<file path="config.mk">
export PLATFORM = sky130hd
export DESIGN_NAME = decode_dispatch_scheduler
export DESIGN_NICKNAME = d
export VERILOG_FILES = /design/src/rtl/decode_dispatch_scheduler.sv
export SDC_FILE = /design/constraint.sdc
export NUM_CORES = 1
export LEC_CHECK = 0
export ABC_AREA = 1
export BUFFER_PORTS_ARGS = -buffer_cell sky130_fd_sc_hd__clkbuf_2
export CAP_MARGIN = 5
export CORE_AREA = 2 2 92 94
export DETAILED_ROUTE_END_ITERATION = 10
export DIE_AREA = 0 0 94 96
export MAX_ROUTING_LAYER = met4
export PLACE_DENSITY = 0.62
export REMOVE_ABC_BUFFERS = 1
export SYNTH_ARGS = -nofsm -noshare
export SYNTH_HDL_FRONTEND = slang
export SYNTH_SLANG_ARGS = --single-unit
</file>
<file path="constraint.sdc">
create_clock -name clk -period 2.62 [get_ports clk]
set_clock_uncertainty 0.1 [all_clocks]
set_input_delay 0.131 -clock clk [delete_from_list [all_inputs] [get_ports clk]]
set_output_delay 0.131 -clock clk [all_outputs]
set_load 0.005 [all_outputs]
</file>
<file path="src/rtl/decode_dispatch_scheduler.sv">
// Decode-to-dispatch scheduler: in-order instruction FIFO with one-hot per-unit dispatch
// and CTRL serialisation. Optional flush input enabled by defining DISPATCH_FLUSH_EN.
`ifndef RSV_CAPACITY
`define RSV_CAPACITY 16
`endif

module decode_dispatch_scheduler #(
   parameter int unsigned DEPTH = 8,
   parameter int unsigned TAG_W = $clog2(`RSV_CAPACITY)
) (
   input  logic                   clk,
   input  logic                   rstn,
   input  logic                   decValid,
   input  logic [TAG_W-1:0]       decTag,
   input  logic [2:0]             decFuncType,
   input  logic                   decHasDest,
   output logic                   fetchStall,
   output logic [3:0]             dispValid,
   output logic [TAG_W-1:0]       dispTag,
   output logic                   dispHasDest,
   input  logic [3:0]             unitReady,
   input  logic                   ctrlResolve,
`ifdef DISPATCH_FLUSH_EN
   input  logic                   flush,
`endif
   output logic                   ctrlPending,
   output logic [$clog2(DEPTH):0] count,
   output logic                   overflowErr,
   output logic                   badTypeErr
);
   localparam int unsigned PTR_W = $clog2(DEPTH);
   localparam int unsigned CNT_W = PTR_W + 1;
   localparam logic [2:0]  FT_CTRL = 3'd3;

   typedef struct packed {
      logic [TAG_W-1:0] tag;
      logic [2:0]       func_type;
      logic             has_dest;
   } entry_t;

   typedef enum logic {CTRL_IDLE, CTRL_WAIT} ctrl_state_t;

   entry_t           mem [DEPTH];
   entry_t           head;
   entry_t           dec_entry;
   logic [PTR_W-1:0] rd_ptr;
   logic [PTR_W-1:0] wr_ptr;
   ctrl_state_t      state;
   ctrl_state_t      state_nxt;
   logic             flush_c;
   logic             head_ok_c;
   logic             type_ok_c;
   logic             full_c;
   logic             pop_c;
   logic             bad_pop_c;
   logic             ctrl_pop_c;
   logic             enq_c;
   logic             drop_c;

`ifdef DISPATCH_FLUSH_EN
   assign flush_c = flush;
`else
   assign flush_c = 1'b0;
`endif

   assign dec_entry   = '{tag: decTag, func_type: decFuncType, has_dest: decHasDest};
   assign head        = mem[rd_ptr];
   assign dispTag     = head.tag;
   assign dispHasDest = head.has_dest;
   assign ctrlPending = (state == CTRL_WAIT);
   assign full_c      = (count == CNT_W'(DEPTH));
   assign fetchStall  = (count >= CNT_W'(DEPTH - 2));

   // Head issue, pop/enqueue decisions and CTRL-serialisation next state.
   // A flush cycle withholds dispValid so no unit sees a handshake whose pop is suppressed.
   always_comb begin
      dispValid  = 4'b0000;
      state_nxt  = state;
      head_ok_c  = (count != '0) && (state == CTRL_IDLE) && !flush_c;
      type_ok_c  = !head.func_type[2];
      bad_pop_c  = head_ok_c && !type_ok_c;
      if (head_ok_c && type_ok_c) begin
         dispValid = 4'b0001 << head.func_type[1:0];
      end
      pop_c      = (|(dispValid & unitReady)) || bad_pop_c;
      ctrl_pop_c = pop_c && (head.func_type == FT_CTRL);
      enq_c      = decValid && !flush_c && (!full_c || pop_c);
      drop_c     = decValid && !flush_c && full_c && !pop_c;
      case (state)
         CTRL_IDLE: if (ctrl_pop_c)  state_nxt = CTRL_WAIT;
         CTRL_WAIT: if (ctrlResolve) state_nxt = CTRL_IDLE;
         default:                    state_nxt = CTRL_IDLE;
      endcase
      if (flush_c) begin
         state_nxt = CTRL_IDLE;
      end
   end

   always_ff @(posedge clk) begin
      if (!rstn) begin
         state <= CTRL_IDLE;
      end else begin
         state <= state_nxt;
      end
   end

   // Pointers, occupancy and sticky error flags; flush keeps the error flags.
   always_ff @(posedge clk) begin
      if (!rstn) begin
         rd_ptr      <= '0;
         wr_ptr      <= '0;
         count       <= '0;
         overflowErr <= 1'b0;
         badTypeErr  <= 1'b0;
      end else begin
         if (flush_c) begin
            rd_ptr <= '0;
            wr_ptr <= '0;
            count  <= '0;
         end else begin
            if (pop_c) rd_ptr <= rd_ptr + PTR_W'(1);
            if (enq_c) wr_ptr <= wr_ptr + PTR_W'(1);
            count <= count + CNT_W'(enq_c) - CNT_W'(pop_c);
         end
         if (drop_c)    overflowErr <= 1'b1;
         if (bad_pop_c) badTypeErr  <= 1'b1;
      end
   end

   always_ff @(posedge clk) begin
      if (rstn && enq_c) begin
         mem[wr_ptr] <= dec_entry;
      end
   end
endmodule

</file>
# Word-level counts from Yosys, hierarchy flattened
# Memories as Yosys holds them, arrays and structs flattened. A register that Yosys moved wholly into a read port is not among the register bits.
# Cells that the tools add are included.
classes:
  add_sub_neg: 4
  order_cmp: 1
  n_eq_ne: 2
  n_shift: 1
  muxes: 8
  n_bitwise: 2
  n_reduce_logical: 15
op_table:
  columns: ["operator", "count"]
  rows:
  - ["logical AND 1 bit", 8]
  - ["adder 3 x 1 -> 3 bit, second input constant", 2]
  - ["2-to-1 mux 3 bit", 2]
  - ["adder 4 x 1 -> 4 bit", 1]
  - ["AND 4 bit", 1]
  - ["equality test 4 bit, second input constant", 1]
  - [">= comparator 4 x 3 -> 1 bit, second input constant", 1]
  - ["2-to-1 mux 1 bit", 4]
  - ["2-to-1 mux 4 bit", 1]
  - ["nonzero test 4 bit", 1]
  - ["OR reduction 4 bit", 1]
  - ["left shift 1 x 2 -> 4 bit, first input constant", 1]
  - ["subtractor 4 x 1 -> 4 bit", 1]
  - ["equality test 3 x 2 -> 1 bit, second input constant", 1]
  - ["zero test 1 bit", 3]
  - ["logical OR 1 bit", 2]
  - ["one-hot mux 1 bit (2 select lines)", 1]
  - ["NOT 1 bit", 1]
word_totals:
  register_bits: 13
  ram_bits: 64
  out_inout_bits: 17
  elab_cells: 40
  mem_count: 1
memory_table:
  columns: ["memory", "depth", "word_bits", "read_ports", "rd_clocked_by_memory_dff", "wr", "line_no", "rtl"]
  rows:
  - ["mem", 8, 8, 1, 1, 1, "43", "entry_t mem [DEPTH];"]

# Depth between registers and ports, before layout
logic_depth:
  word_depth: 12
  mapped_depth: 23
  mapped_depth_nobuf: 22

# Worst setup path before layout
# OpenSTA, ideal clock, no wires.
synth_path:
  path_kind: "flip-flop to flip-flop"
  from: "register count[2]"
  to: "register count[2]"
  t_arrival_ns: 2.333
  slack_ns: 0.072
  stages_incl_launch_ff: 19
  path_buffers: 0
  period_less_slack_ns: 2.548
  cell_sequence: "dfxtp_1 -> inv_1 -> ha_1 -> nand3_1 -> nand2_1 -> nor2_2 -> nand2_2 -> nor2_4 -> nor2_8 -> nand2_4 -> inv_2 -> nor2_4 -> inv_2 -> nand2_1 -> ha_1 -> inv_1 -> fa_1 -> xor2_1 -> nor2_1"
synth_between:
  elab_chain_cells: 11
  word_cells_on_any_way: 14
  classes_between: "add/sub: 2; eq/ne: 1; mux: 1; bitwise: 1; reduce/logical: 9"
synth_rtl:
  columns: ["element", "line_no", "rtl"]
  rows:
  - ["start, declared", "27", "output logic [$clog2(DEPTH):0] count,"]
  - ["start signal, assigned", "123", "count <= count + CNT_W'(enq_c) - CNT_W'(pop_c);"]
  - ["nonzero test 4 bit", "79", "head_ok_c = (count != '0) && (state == CTRL_IDLE) && !flush_c;"]
  - ["logical AND 1 bit", "79", null]
  - ["logical AND 1 bit", "82", "if (head_ok_c && type_ok_c) begin"]
  - ["2-to-1 mux 4 bit", "82", null]
  - ["AND 4 bit", "85", "pop_c = (|(dispValid & unitReady)) || bad_pop_c;"]
  - ["OR reduction 4 bit", "85", null]
  - ["logical OR 1 bit", "85", null]
  - ["logical OR 1 bit", "87", "enq_c = decValid && !flush_c && (!full_c || pop_c);"]
  - ["logical AND 1 bit", "87", null]
  - ["adder 4 x 1 -> 4 bit", "123", null]
  - ["subtractor 4 x 1 -> 4 bit *", "123", null]
# Every way passes the cells marked *; elsewhere a longest branch is shown, timed or not.
# A chain may end at the register's enable or synchronous reset.

==> results.yml <==
outcome:
  status: "complete, no violations"
global_routing:
  grt_overflow: 0
  grt_pass1_vias: 2497
  antenna_found_initial: 0
  grt_max_degree: 17
  grt.total_usage_pct: 18.33
  grt_pass1_wl_um: 11890
detailed_routing:
  drcViolationCount: 0
  ant_nets: 0
  wirelength_um: 7720
  dr.pass1.iters: 4
  vias: 2569
  initialDrtViolationCount: 123
  routedWlPerCell_um: 14.79
  detail_route.vias_per_cell: 4.921
setup_path:
  critPathCapture: "count[1]$_SDFF_PN0_"
  ff2ff_path_depth: 19
  r2r_slack_ps: 10
  cp_slowest_stage_delay_ps: 510
  crit_top_cell: "nand2_2"
  cp_cell_sequence: "buf_8 > nand2_2 > nand3_2 > nand2_2 > nand2_2 > nand2_2 > nor2_4 > nand2_2 > nor2_4 > nor2_8 > nand2_4 > inv_4 > nor2_4 > inv_2 > nand2_2 > ha_4 > inv_4 > fa_2 > nor2_1"
  slowest_stage: "fa_2"
  path_max_fanout: 8
  critical_path.startpoint_type: "register"
  end_kind: "register"
  criticalPathCategory: "reg -> reg"
  r2r-end: "count[1]$_SDFF_PN0_"
  crit_required_ps: 2770
  arrival_ps: 2760
clock_network:
  cts_tree: "built"
  cts_sinks: 80
  clk_pin_slew_ps: 80
  clk_path_buf_depth: 2
  h-tree-depth: 3
  cts_buffers: 9
  clock_latency_ps: 360
  cts_root_buffer: "clkbuf_8"
timing:
  setup_viol: 0
  timing.slew.headroom_pct: 76.22
  holdWs_ps: 55.26
  worstMarginPinSlew_ps: 353.5
  setup_ws_ps: 11.29
  post-route-period-util_pct: 99.57
  clock.fmax_mhz: 383.3
  hold_violations: 0
  final_max_slew_viol_count: 0
  grt_setup_unrepaired: "yes"
  min_period_ps: 2609
logic_synthesis:
  async_reset_ff_share_pct: 0
  ys_types: 31
  synth-edff-count: 64
  ys_ff_latch: 80
  yosys_most_used_dff: "edfxtp_1"
  avgSynthCellArea_sq_um: 10.31
  syn_inst: 342
  ys_seq_area_share_pct: 63.57
  syn_area_sq_um: 3527
  yosys_warnings: 0
final_layout:
  nets: 438
  fillCellCount: 723
  antenna_cells: 0
  final_common_cell: "edfxtp_1"
  regArea_sq_um: 2247
  final_cell_mix: "64 x edfxtp_1, 56 x nor2_1, 43 x nand2_1, 34 x inv_1, 32 x clkbuf_2"
  multiInputGateArea_sq_um: 1209
  final_design_area_no_fill_sq_um: 4437
  syn_to_final_growth_pct: 25.79
  final_layout_size_suffix_gt1_share_pct: 30.94
pwr:
  p_leak_nw: 1.838
  total_power_mw: 4.233
  p_per_area_nw_per_um2: 954.2
  worst_ir_drop_vdd_mv: 0.3927
die:
  die_area_sq_um: 9024
  core_area_sq_um: 8051
  start_util_pct: 43.81
  io_pins: 33
  die_y_um: 96
  die-width_um: 94
  core.rowCount: 33
place:
  io_buffers: 32
  hpwl_um: 4873
  gp_congestion: 0.8226
  pre_cts_ws_ps: -73.18
  placed_area_sq_um: 3949
worst_hold_path:
  hp-class: "in -> reg"
  worst_hold_path.num_cells: 3
job:
  drv_cap: 0
synthesized netlist by cell type, drive strengths merged, types with 3 or more instances:
| cell type | n | area [sq um] |
|---|---|---|
| a21oi | 9 | 45.04 |
| o21ai | 23 | 115.1 |
| o22ai | 5 | 31.28 |
| a31oi | 5 | 31.28 |
| dfxtp | 16 | 320.3 |
| clkbuf | 9 | 33.78 |
| nand3 | 27 | 157.7 |
| ha | 8 | 100.1 |
| buf | 3 | 23.77 |
| edfxtp | 64 | 1922 |
| inv | 41 | 153.9 |
| nand2 | 60 | 245.2 |
| nor2 | 65 | 280.3 |
layer usage:
layer / global-route usage (%) / routed length [um] / share of wire, %
met1: 23.22 / 3451 / 45
met2: 28.45 / 3815 / 49
met3: 3.837 / 304 / 3.9
met4: 8.575 / 150 / 1.9
met5: - / 0 / 0
stage by stage:
step	TNS (ps)	cells	utilization, %
after floorplan	-20630	330	-
after global placement	0	492	49.04
after detailed placement	-85.87	492	49.04
after CTS	0	517	52.90
after global routing	-311.8	522	55.10
final	0	522	55.10
power breakdown:
part / internal, mW / switching (mW)
combinational: 0.772 / 1.02
sequential: 1.48 / 0.0713
clock: 0.437 / 0.455
critical path: cells and delay by family (launching register included):
family        cells  cell delay [ps]
simple gates     13             1020
fa+ha+maj         2              660
flops             1              410
buf+inv           4              290
how the worst min path moves through the flow:
stage               from                      to  slack, ps
2_1_floorplan       rstn     count[0]$_SDFF_PN0_        120
3_3_place_gp   decTag[0]     mem[0][4]$_DFFE_PP_        300
3_5_place_dp   decTag[0]     mem[0][4]$_DFFE_PP_        310
4_1_cts             rstn     count[0]$_SDFF_PN0_         40
5_1_grt             rstn  ctrlPending$_SDFF_PN0_        100
6_report            rstn     count[0]$_SDFF_PN0_         60
area by class of cell:
type	instances	share of cell area [%]
tap	105	2.961
multi-input combinational	209	27.24
inverter	41	3.751
clock inverter	5	1.297
timing repair buffer	72	11.22
clock buffer	10	2.876
sequential	80	50.65
cell families (layout without fill, tap and decap cells):
group           after synthesis  in the layout  synth area share, %
compound gates               44             44                6.740
xor+xnor                      1              1               0.2484
fa+ha+maj                     9              9                3.406
buf+inv                      53            128                5.995
flops                        80             80                63.57
simple gates                155            155                20.04
sequential cells by signal, indices dropped and copies added (netlist names), named ones only:
signal and cells:
badTypeErr 1, count 4, ctrlPending 1, mem 64
overflowErr 1, rd_ptr 3, wr_ptr 3
repair_timing:
action / 4_1_cts / 5_1_grt
gates resized for setup: 9 / 38
endpoints found under the hold margin: 65 / 0
hold buffers: 9 / 0
buffers inserted: 1 / 5
pin swaps: 5 / 21
endpoints found under the setup margin: 3 / 3
Note: power is estimated with default switching activity, not from simulation.
